--- src/rtl/tff_toggle_meter.sv ---
// Counts level changes of the upstream T-FF output over a programmable window
// and hands the saturating count plus overflow flag out through valid/ready.
module tff_toggle_meter #(
  parameter int WIN_W = 8,
  parameter int CNT_W = 8
) (
  input  logic             clk,
  input  logic             rst,
  input  logic             din,
  input  logic             start,
  input  logic [WIN_W-1:0] win_len,
  output logic             busy,
  output logic [CNT_W-1:0] cnt_out,
  output logic             ovf,
  output logic             cnt_valid,
  input  logic             cnt_ready
);

  typedef enum logic [1:0] {
    IDLE,
    MEASURE,
    HOLD
  } state_t;

  state_t             state_reg;
  logic               din_d_reg;
  logic [WIN_W-1:0]   win_reg;
  logic [CNT_W-1:0]   run_reg;
  logic               ovf_run_reg;
  logic [CNT_W-1:0]   cnt_reg;
  logic               ovf_reg;
  logic               valid_reg;
  logic               busy_reg;

  logic               toggle;
  logic [CNT_W-1:0]   run_next;
  logic               ovf_run_next;

  // Running count for this edge, saturating; overflow flags a lost increment.
  always_comb begin
    toggle       = din ^ din_d_reg;
    run_next     = run_reg;
    ovf_run_next = ovf_run_reg;
    if (toggle) begin
      if (&run_reg) begin
        ovf_run_next = 1'b1;
      end else begin
        run_next = run_reg + CNT_W'(1);
      end
    end
  end

  always_ff @(posedge clk or negedge rst) begin
    if (!rst) begin
      state_reg   <= IDLE;
      din_d_reg   <= 1'b0;
      win_reg     <= '0;
      run_reg     <= '0;
      ovf_run_reg <= 1'b0;
      cnt_reg     <= '0;
      ovf_reg     <= 1'b0;
      valid_reg   <= 1'b0;
      busy_reg    <= 1'b0;
    end else begin
      din_d_reg <= din;
      case (state_reg)
        IDLE: begin
          if (start && (win_len != '0)) begin
            win_reg     <= win_len;
            run_reg     <= '0;
            ovf_run_reg <= 1'b0;
            busy_reg    <= 1'b1;
            state_reg   <= MEASURE;
          end
        end
        MEASURE: begin
          run_reg     <= run_next;
          ovf_run_reg <= ovf_run_next;
          win_reg     <= win_reg - WIN_W'(1);
          // Last window edge: publish the count including this edge's change.
          if (win_reg == WIN_W'(1)) begin
            cnt_reg   <= run_next;
            ovf_reg   <= ovf_run_next;
            valid_reg <= 1'b1;
            state_reg <= HOLD;
          end
        end
        HOLD: begin
          if (cnt_ready) begin
            valid_reg <= 1'b0;
            busy_reg  <= 1'b0;
            state_reg <= IDLE;
          end
        end
        default: state_reg <= IDLE;
      endcase
    end
  end

  assign busy      = busy_reg;
  assign cnt_out   = cnt_reg;
  assign ovf       = ovf_reg;
  assign cnt_valid = valid_reg;

endmodule

--- config.mk ---
export PLATFORM = sky130hd
export DESIGN_NAME = tff_toggle_meter
export DESIGN_NICKNAME = d
export VERILOG_FILES = /design/src/rtl/tff_toggle_meter.sv
export SDC_FILE = /design/constraint.sdc
export NUM_CORES = 1
export LEC_CHECK = 0
export ABC_AREA = 1
export CORE_MARGIN = 2
export CORE_UTILIZATION = 25
export DETAILED_ROUTE_END_ITERATION = 8
export SLEW_MARGIN = 20
export SYNTH_ARGS = -nofsm -noshare
export SYNTH_HDL_FRONTEND = slang
export SYNTH_SLANG_ARGS = --single-unit
--- constraint.sdc ---
create_clock -name clk -period 1.4 [get_ports clk]
set_input_delay 0.42 -clock clk [delete_from_list [all_inputs] [get_ports clk]]
set_output_delay 0.42 -clock clk [all_outputs]
set_load 0.05 [all_outputs]
==> results.sh, run 1 <==
export IMPL_syn_inst=242
export IMPL_drc=0
export IMPL_hp_start="din"
export IMPL_critical_path_endpoint="run_reg[4]$_DFFE_PN0P_"
export IMPL_worst_path_stages=7
export IMPL_grt_usage=0.113
export IMPL_total_power_mw=5.42
export IMPL_drv_slew=0
export IMPL_grt_max_degree=32
export IMPL_core_um2=7140
export IMPL_vias_per_cell=4.37
export IMPL_final_nets=311
export IMPL_reg2reg_to="run_reg[4]$_DFFE_PN0P_"
export IMPL_critPathKind="flip-flop to flip-flop"
export IMPL_wire_per_inst_um=11.1
export IMPL_status="finished, final reports clean"
export IMPL_ant_nets=0
export IMPL_wirelength_um=4380
export IMPL_synth_area_per_cell_um2=7.51
export IMPL_finalClockSkew_ps=8.74
export IMPL_cp_top_family="simple AND/OR/NAND/NOR gates"
export IMPL_synth_cell_types=25
export IMPL_slew_headroom=0.737
export IMPL_arrival_ps=1560
export IMPL_crit_chain="ha_2 > nand2_2 > nor2_4 > buf_4 > nand4_1 > nand3_1 > o21ai_2"
export IMPL_clockBufferDepth=2
export IMPL_hold_viol_final=0
export IMPL_cts_root_buf="clkbuf_8"
export IMPL_rrSetupSlack_ps=20
export IMPL_tightest_slew_ps=392
export IMPL_cts_buffers=5
export IMPL_drv_cap=0
export IMPL_rows=31
export IMPL_swShare=0.433
export IMPL_clock_latency_ps=290
export IMPL_die_area_um2=7970
export IMPL_cp_max_fo=4
export IMPL_reg2regPathDepth=7
export IMPL_grt_overflow=0
export IMPL_p_seq_frac=0.306
export IMPL_syn_nets=258
export IMPL_yosys_warnings=0
export IMPL_dpl_instance_area_um2=2390
export IMPL_chipWidth_um=89.3
export IMPL_ys_ff_latch=31
export IMPL_ys_seq_area_frac=0.427
export IMPL_cp_required_ps=1580
export IMPL_rsz0062_at_grt="yes"
export IMPL_start_kind="flip-flop"
export IMPL_min_path_type="primary input to flip-flop"
export IMPL_clk_pin_slew_ps=70
export IMPL_p_sw_mw=2.35
export IMPL_drtIter0Drc=66
export IMPL_dp_hpwl_um=2940
export IMPL_crit_buf_inv=1
export IMPL_p_int_mw=3.08
export IMPL_max_freq_mhz=725
export IMPL_fillCellCount=742
export IMPL_netlist_area_um2=1820
export IMPL_place_congestion=0.818
export IMPL_fp_dieH_um=89.3
export IMPL_r2r_start="run_reg[1]$_DFFE_PN0P_"
export IMPL_drive_above_1_share=0.328
export IMPL_htreeDepth=2
export IMPL_power_leakage_nw=1.35
export IMPL_start_util=0.255
export IMPL_grt_pass1_vias=1568
export IMPL_p_comb_frac=0.529
export IMPL_worst_path_max_delay_cell="dfrtp_1"
export IMPL_syn_to_final_growth_pct=48.8
export IMPL_clkPwrFrac=0.165
export IMPL_antennaDiodeCount=0
export IMPL_cts_tree="done"
export IMPL_antenna_found_initial=0
export IMPL_crit_start="run_reg[1]$_DFFE_PN0P_"
export IMPL_holdWs_ps=415
export IMPL_cpPeakStageDelay_ps=360
export IMPL_cts_sinks=31
export IMPL_period_share=0.985
export IMPL_vias=1727
export IMPL_ir_worst_vdd_v=0.000537
export IMPL_powerDensity_nw_per_um2=2000
export IMPL_fin_area_um2=2710
export IMPL_ctsHoldBuffers=0
export IMPL_cp_end_kind="flip-flop"
export IMPL_min_period_ps=1380
export IMPL_portBuffers=23
export IMPL_setup_viol=0
export IMPL_grt_pass1_wl_um=6930
export IMPL_drt_pass1_iterations=4
export IMPL_setup_tns_ps=0
export IMPL_ios=24
## area by class of cell
type | count | area, um^2 | share of cell area
multi-input cells | 176 | 980 | 0.362
flip-flops and latches | 31 | 777 | 0.287
repair buffers | 50 | 593 | 0.219
well taps | 99 | 124 | 0.0458
inverters | 31 | 119 | 0.0439
clock buffers | 5 | 68.8 | 0.0254
clock inverters | 3 | 43.8 | 0.0162
## layout by cell type (no fill, tap or decap), types with 9 or more instances in the layout
master / netlist / routed
dfrtp_1: 31 / 30
inv_1: 26 / 24
buf_4: 3 / 22
nand2_1: 78 / 74
nand2_2: 5 / 9
o21ai_2: 10 / 10
dlymetal6s2s_1: 0 / 9
nand3_1: 28 / 23
buf_12: 1 / 12
nor2_1: 19 / 14
## logic make-up (layout without fill, tap and decap cells)
logic type | count (synthesis) | count (layout) | share of synthesized area
simple gates | 147 | 149 | 0.363
buf+inv | 37 | 89 | 0.0970
flops | 31 | 31 | 0.427
compound gates | 22 | 22 | 0.0826
fa+ha+maj | 3 | 3 | 0.0206
xor+xnor | 2 | 2 | 0.00964
## worst register-to-register path: stages, from the launching register on
cell	delay (ps)
dfrtp_1	360
ha_2	210
nand2_2	90
nor2_4	190
buf_4	130
nand4_1	120
nand3_1	120
o21ai_2	50
## routing by layer
metal  track usage  wire (um)
met1         0.148       1950
met2         0.177       2170
met3        0.0443        246
met4        0.0244         17
met5             0          0
## power groups by stage
stage | clock network (mW) | registers (mW) | logic, mW
after global placement | 0 | 1.62 | 2.61
after floorplan | 0 | 1.98 | 1.23
after detailed placement | 0 | 1.62 | 2.66
after CTS | 0.917 | 1.61 | 2.67
after global routing | 0.962 | 1.70 | 3.17
final | 0.897 | 1.66 | 2.87
## per-stage QoR
stage                      util  std cells  setup WS, ps
after floorplan               -        242           164
after global placement    0.334        378          -300
after detailed placement  0.334        378          -337
after CTS                 0.351        386          5.57
after global routing      0.379        395         -39.4
final                     0.379        395          21.0
## what timing repair did
| item | CTS | global route |
|---|---|---|
| gates cloned | 0 | 2 |
| gates resized for setup | 1 | 40 |
| endpoints found under the setup margin | 7 | 26 |
| setup buffers | 0 | 7 |
| pin swaps | 0 | 10 |
## synthesized netlist by cell type
cell	n	area share
buf_12	1	0.011
buf_2	1	0.0028
buf_4	3	0.012
buf_6	1	0.0062
clkinv_2	1	0.0028
dfrtp_1	31	0.43
ha_1	3	0.021
inv_1	26	0.054
inv_2	4	0.0083
nand2_1	78	0.16
nand2_2	5	0.017
nand2_4	2	0.012
nand3_1	28	0.077
nand3_2	1	0.0055
nand3b_1	1	0.0041
nand4_1	7	0.024
nor2_1	19	0.039
nor2_2	4	0.014
nor2_4	1	0.0062
nor3_1	1	0.0028
o21ai_0	8	0.022
o21ai_1	3	0.0083
o21ai_2	10	0.048
o21bai_1	1	0.0041
xor2_1	2	0.0096
## worst min-delay path by stage
stage	endpoint	depth (start not counted)
floorplan	busy$_DFFE_PN0P_	0
global placement	ovf_run_reg$_DFFE_PN0P_	2
detailed placement	ovf_run_reg$_DFFE_PN0P_	2
CTS	win_reg[2]$_DFFE_PN0P_	2
global route	din_d_reg$_DFF_PN0_	2
finish	din_d_reg$_DFF_PN0_	2
Note: power is estimated with default switching activity, not from simulation.
==> inputs of run 2 (changes only) <==
PLACE_DENSITY = 0.43   (was not set)
==> run 2 against run 1 <==
Maximum frequency down 0.56%; largest power group unchanged; clock skew down 3.0 ps; core utilization up 1.1 points; non-clock buffer count up 4.
==> results.sh, run 2 (synthesized netlist as in run 1, its figures left out) <==
export IMPL_wire_per_inst_um=11.7
export IMPL_period_share=0.991
export IMPL_powerDensity_nw_per_um2=1960
export IMPL_dp_hpwl_um=3300
export IMPL_critPathKind="flip-flop to flip-flop"
export IMPL_crit_top_cell="nand2_4"
export IMPL_core_um2=7140
export IMPL_clk_pin_slew_ps=70
export IMPL_cp_required_ps=1570
export IMPL_clock_latency_ps=290
export IMPL_cts_buffers=5
export IMPL_syn_to_final_growth_pct=53.3
export IMPL_finalClockSkew_ps=5.71
export IMPL_antenna_found_initial=0
export IMPL_vias=1717
export IMPL_start_util=0.255
export IMPL_dpl_instance_area_um2=2470
export IMPL_start_kind="flip-flop"
export IMPL_min_period_ps=1390
export IMPL_seq_area_um2=779
export IMPL_cp_max_fo=5
export IMPL_drc=0
export IMPL_crit_buf_inv=0
export IMPL_htreeDepth=2
export IMPL_cts_tree="done"
export IMPL_drt_pass1_iterations=4
export IMPL_swShare=0.440
export IMPL_power_leakage_nw=1.39
export IMPL_multi_input_area_um2=1040
export IMPL_drive_above_1_share=0.358
export IMPL_p_seq_frac=0.301
export IMPL_cpPeakStageDelay_ps=420
export IMPL_wirelength_um=4660
export IMPL_grt_use_met2=0.201
export IMPL_ir_worst_vdd_v=0.000778
export IMPL_ant_nets=0
export IMPL_place_congestion=0.744
export IMPL_vias_per_cell=4.31
export IMPL_crit_chain="ha_4 > nand2_4 > nor2_4 > nand2_4 > nand2_4 > nand2_2 > o21ai_2 > o21ai_1"
export IMPL_final_nets=315
export IMPL_rows=31
export IMPL_slew_headroom=0.838
export IMPL_drtIter0Drc=61
export IMPL_drv_cap=0
export IMPL_max_freq_mhz=721
export IMPL_clockBufferDepth=2
export IMPL_hold_viol_final=0
export IMPL_clkPwrFrac=0.136
export IMPL_portBuffers=23
export IMPL_fp_dieH_um=89.3
export IMPL_fillCellCount=743
export IMPL_grt_pass1_vias=1577
export IMPL_grt_max_degree=32
export IMPL_rsz0062_at_grt="yes"
export IMPL_p_int_mw=3.06
export IMPL_setup_viol=0
export IMPL_grt_overflow=0
export IMPL_status="finished, final reports clean"
export IMPL_tightest_slew_ps=243
export IMPL_arrival_ps=1560
export IMPL_most_common_layout_cells="nand2_1 (70), dfrtp_1 (28), buf_4 (25)"
export IMPL_fin_area_um2=2790
export IMPL_met3_usage=0.0286
export IMPL_p_sw_mw=2.40
export IMPL_ios=24
export IMPL_p_comb_frac=0.563
export IMPL_chipWidth_um=89.3
export IMPL_drv_slew=0
export IMPL_grt_usage=0.123
export IMPL_cp_top_family="simple AND/OR/NAND/NOR gates"
export IMPL_grt_busiest_layer="met2"
export IMPL_holdWs_ps=492
export IMPL_antennaDiodeCount=0
export IMPL_min_path_type="primary input to asynchronous set/reset pin"
export IMPL_final_common_cell="nand2_1"
export IMPL_cts_sinks=31
export IMPL_use_met1=0.157
export IMPL_cp_end_kind="flip-flop"
export IMPL_cts_root_buf="clkbuf_8"
export IMPL_worst_path_max_delay_cell="dfrtp_1"
export IMPL_die_area_um2=7970
export IMPL_grt_pass1_wl_um=7360
-- run 2: cell types whose count changed in the layout (fill, tap and decap cells not counted), sizes merged --
cell	change
buf	+4
bufinv	-1
clkbuf	+1
clkinv	-1
dlygate4sd2	+1
dlymetal6s2s	-1
-- run 2: per-layer routing --
layer  up-vias  part of all wire
met4         0             0.016
met5         -                 0
met3         8             0.029
met2        25              0.48
met1       794              0.48
li1        890                 -
-- run 2: worst paths after layout --
| path | from | depth (start not counted) | slack (ps) | to |
|---|---|---|---|---|
| max in group asynchronous | rst | 2 | 720 | win_reg[3]$_DFFE_PN0P_ |
| min reg2reg | ovf_run_reg$_DFFE_PN0P_ | 2 | 520 | ovf_run_reg$_DFFE_PN0P_ |
| max reg2reg | run_reg[1]$_DFFE_PN0P_ | 8 | 10 | cnt_out[1]$_DFFE_PN0P_ |
| min in group clk | din | 2 | 510 | din_d_reg$_DFF_PN0_ |
| min | rst | 2 | 490 | din_d_reg$_DFF_PN0_ |
| max | run_reg[1]$_DFFE_PN0P_ | 8 | 10 | cnt_out[1]$_DFFE_PN0P_ |
-- run 2: area by class of cell --
cell class,count,share of cell area
Timing Repair Buffer,54,0.230
Tap cell,99,0.0445
Clock inverter,1,0.00180
Clock buffer,6,0.0296
Multi-Input combinational cell,176,0.372
Sequential cell,31,0.280
Inverter,31,0.0427
-- run 2: worst reg2reg max path: stages (launching register included) --
cell and delay [ps]:
dfrtp_1 420, ha_4 180, nand2_4 70, nor2_4 190, nand2_4 110, nand2_4 110, nand2_2 50, o21ai_2 60
o21ai_1 80
-- run 2: timing repair --
action	4_1_cts	5_1_grt
cloned	0	2
resized for setup	7	48
endpoints found under the hold margin	0	0
hold buffers	0	0
pin swaps	1	10
endpoints found under the setup margin	22	28
setup buffers	0	3
-- run 2: power groups by stage --
stage          clock network, mW  registers [mW]  logic, mW
2_1_floorplan                  0            1.98       1.23
3_3_place_gp                   0            1.60       2.78
3_5_place_dp                   0            1.60       2.80
4_1_cts                    0.777            1.59       2.83
5_1_grt                    0.800            1.69       3.39
6_report                   0.742            1.64       3.08
-- run 2: stage by stage --
| step | util | setup TNS (ps) | worst slack (ps) | power (mW) | instances |
|---|---|---|---|---|---|
| 6_report | 0.390 | 0 | 13.3 | 5.46 | 398 |
| 5_1_grt | 0.390 | -247 | -54.4 | 5.87 | 398 |
| 4_1_cts | 0.363 | 0 | 9.02 | 5.20 | 393 |
| 3_5_place_dp | 0.346 | -8610 | -369 | 4.40 | 386 |
| 3_3_place_gp | 0.346 | -8150 | -334 | 4.38 | 386 |
| 2_1_floorplan | - | 0 | 164 | 3.21 | 242 |
==> inputs of run 3 (changes only) <==
CAP_MARGIN = 10   (was not set)
clock period = 1.3 ns   (was 1.4 ns; I/O delays follow)
==> run 3 against run 2 <==
The flow now finishes with violations (setup timing); sequential cell count unchanged; sequential share of layout area shrank 2.4 points; count of clock-buffer cells in the layout increased by 1; die area did not move; via count rose by 6.8%; design area grew 9.4%; clock skew grew 0.55 ps; global-route usage is 1.7 points higher; first-iteration DRC count decreased by 1.6%; wire length rose by 9.2%.
==> results.sh, run 3 (synthesized netlist as in run 1, its figures left out) <==
export IMPL_status="finished with violations"
export IMPL_violations="setup timing"
export IMPL_ios=24
export IMPL_tightest_slew_ps=254
export IMPL_setup_slack_ps=-72.3
export IMPL_cts_buffers=5
export IMPL_cp_max_fo=3
export IMPL_die_area_um2=7970
export IMPL_critPathKind="flip-flop to flip-flop"
export IMPL_slew_headroom=0.831
export IMPL_powerDensity_nw_per_um2=2100
export IMPL_wl_met2_um=2650
export IMPL_grt_usage=0.140
export IMPL_ir_worst_vdd_v=0.000651
export IMPL_wire_per_inst_um=12.0
export IMPL_r2r_start="run_reg[0]$_DFFE_PN0P_"
export IMPL_rsz0062_at_grt="yes"
export IMPL_syn_to_final_growth_pct=67.7
export IMPL_hold_viol_final=0
export IMPL_grt_overflow=0
export IMPL_finalClockSkew_ps=6.25
export IMPL_place_congestion=0.783
export IMPL_drv_cap=0
export IMPL_final_nets=339
export IMPL_grt_pass1_vias=1866
export IMPL_dr_wl_met3_um=140
export IMPL_drv_slew=0
export IMPL_drc=0
export IMPL_stdcell_count=423
export IMPL_max_freq_mhz=729
export IMPL_cts_sinks=31
export IMPL_dp_hpwl_um=3380
export IMPL_start_kind="flip-flop"
export IMPL_drive_above_1_share=0.466
export IMPL_arrival_ps=1560
export IMPL_cts_tree="done"
export IMPL_vias=1833
export IMPL_rrSetupSlack_ps=-70
export IMPL_htreeDepth=2
export IMPL_chipWidth_um=89.3
export IMPL_wirelength_um=5090
export IMPL_power_leakage_nw=1.47
export IMPL_vias_per_cell=4.33
export IMPL_highest_layer="met4"
export IMPL_ctsHoldBuffers=0
export IMPL_dp_cells=397
export IMPL_cts_root_buf="clkbuf_8"
export IMPL_setup_viol=11
export IMPL_rows=31
export IMPL_drt_pass1_iterations=4
export IMPL_reg2regPathDepth=7
export IMPL_clk_pin_slew_ps=70
export IMPL_antenna_found_initial=0
export IMPL_core_um2=7140
export IMPL_drtIter0Drc=60
export IMPL_m1WireLength_um=2200
export IMPL_min_path_type="primary input to asynchronous set/reset pin"
export IMPL_clock_latency_ps=290
export IMPL_clockBufferDepth=2
export IMPL_fillCellCount=737
export IMPL_period_share=1.06
export IMPL_final_common_cell="nand2_1"
export IMPL_fp_dieH_um=89.3
export IMPL_most_common_layout_cells="nand2_1 (56), buf_4 (46), dfrtp_1 (29)"
export IMPL_portBuffers=23
export IMPL_reg2reg_to="cnt_out[4]$_DFFE_PN0P_"
export IMPL_grt_pass1_wl_um=8490
export IMPL_holdWs_ps=463
export IMPL_grt_max_degree=32
export IMPL_ant_nets=0
export IMPL_cp_end_kind="flip-flop"
export IMPL_cp_required_ps=1480
export IMPL_start_util=0.255
export IMPL_antennaDiodeCount=0
export IMPL_min_period_ps=1370
[run 3: cell types whose count changed in the layout (fill, tap and decap cells not counted), moves of 2 or more]
cell            delta
dlygate4sd2_1      +8
buf_6              +3
nand2_2           +11
buf_4             +21
nand2_1           -14
nand3_2            +3
dlymetal6s2s_1     -8
clkbuf_1           +2
nor2_2             +2
nand2_4            +2
nand3_1            -4
nor2_1             -2
[run 3: area by class of cell]
class / instances / area, um^2 / share of cell area
Clock buffer: 7 / 76.3 / 0.0250
Inverter: 31 / 121 / 0.0398
Tap cell: 99 / 124 / 0.0406
Timing Repair Buffer: 78 / 802 / 0.263
Clock inverter: 1 / 5.00 / 0.00164
Sequential cell: 31 / 778 / 0.255
Multi-Input combinational cell: 176 / 1140 / 0.374
[run 3: critical path: stages (launching register included)]
cell	delay [ps]
dfrtp_1	420
ha_4	170
nand2_4	60
nor2_4	170
buf_4	140
nand4_1	120
nand3_1	130
nand2_1	50
[run 3: how the worst max path moves through the flow]
stage	slack (ps)	cells past startpoint	start	end
after CTS	-20	9	run_reg[1]$_DFFE_PN0P_	cnt_out[2]$_DFFE_PN0P_
after detailed placement	-440	9	win_len[7]	win_reg[1]$_DFFE_PN0P_
after floorplan	60	9	run_reg[0]$_DFFE_PN0P_	cnt_out[5]$_DFFE_PN0P_
after global routing	-140	8	run_reg[0]$_DFFE_PN0P_	cnt_out[1]$_DFFE_PN0P_
final	-70	7	run_reg[0]$_DFFE_PN0P_	cnt_out[4]$_DFFE_PN0P_
after global placement	-440	9	win_len[7]	win_reg[2]$_DFFE_PN0P_
[run 3: report_power, final]
part           internal [mW]  switching, mW  leakage [nW]
registers               1.35          0.446         0.361
clock network          0.375          0.378        0.0422
logic                   1.87           2.00          1.07
total                   3.59           2.82          1.47
[run 3: routing by layer]
layer  global-route usage  vias to the layer above
met4               0.0488                        0
met1                0.170                      855
li1                     -                      938
met3               0.0286                       10
met2                0.246                       30
met5                    0                        -
[run 3: what timing repair did]
item                                    in CTS  in global routing
gates resized for setup                     37                 49
gates cloned                                 1                  1
endpoints found under the setup margin      28                 28
pin swaps                                    7                 16
setup buffers                                9                  7
[run 3: stage by stage]
stage / setup TNS [ps] / cell area, um^2 / util / setup slack [ps] / power (mW)
finish: -390 / 3050 / 0.427 / -72.3 / 6.42
CTS: -127 / 2810 / 0.393 / -23.8 / 5.94
global route: -1750 / 3050 / 0.427 / -141 / 6.90
detailed placement: -10850 / 2540 / 0.356 / -440 / 4.94
global placement: -10820 / 2540 / 0.356 / -439 / 4.93
floorplan: 0 / 1820 / - / 64.5 / 3.45
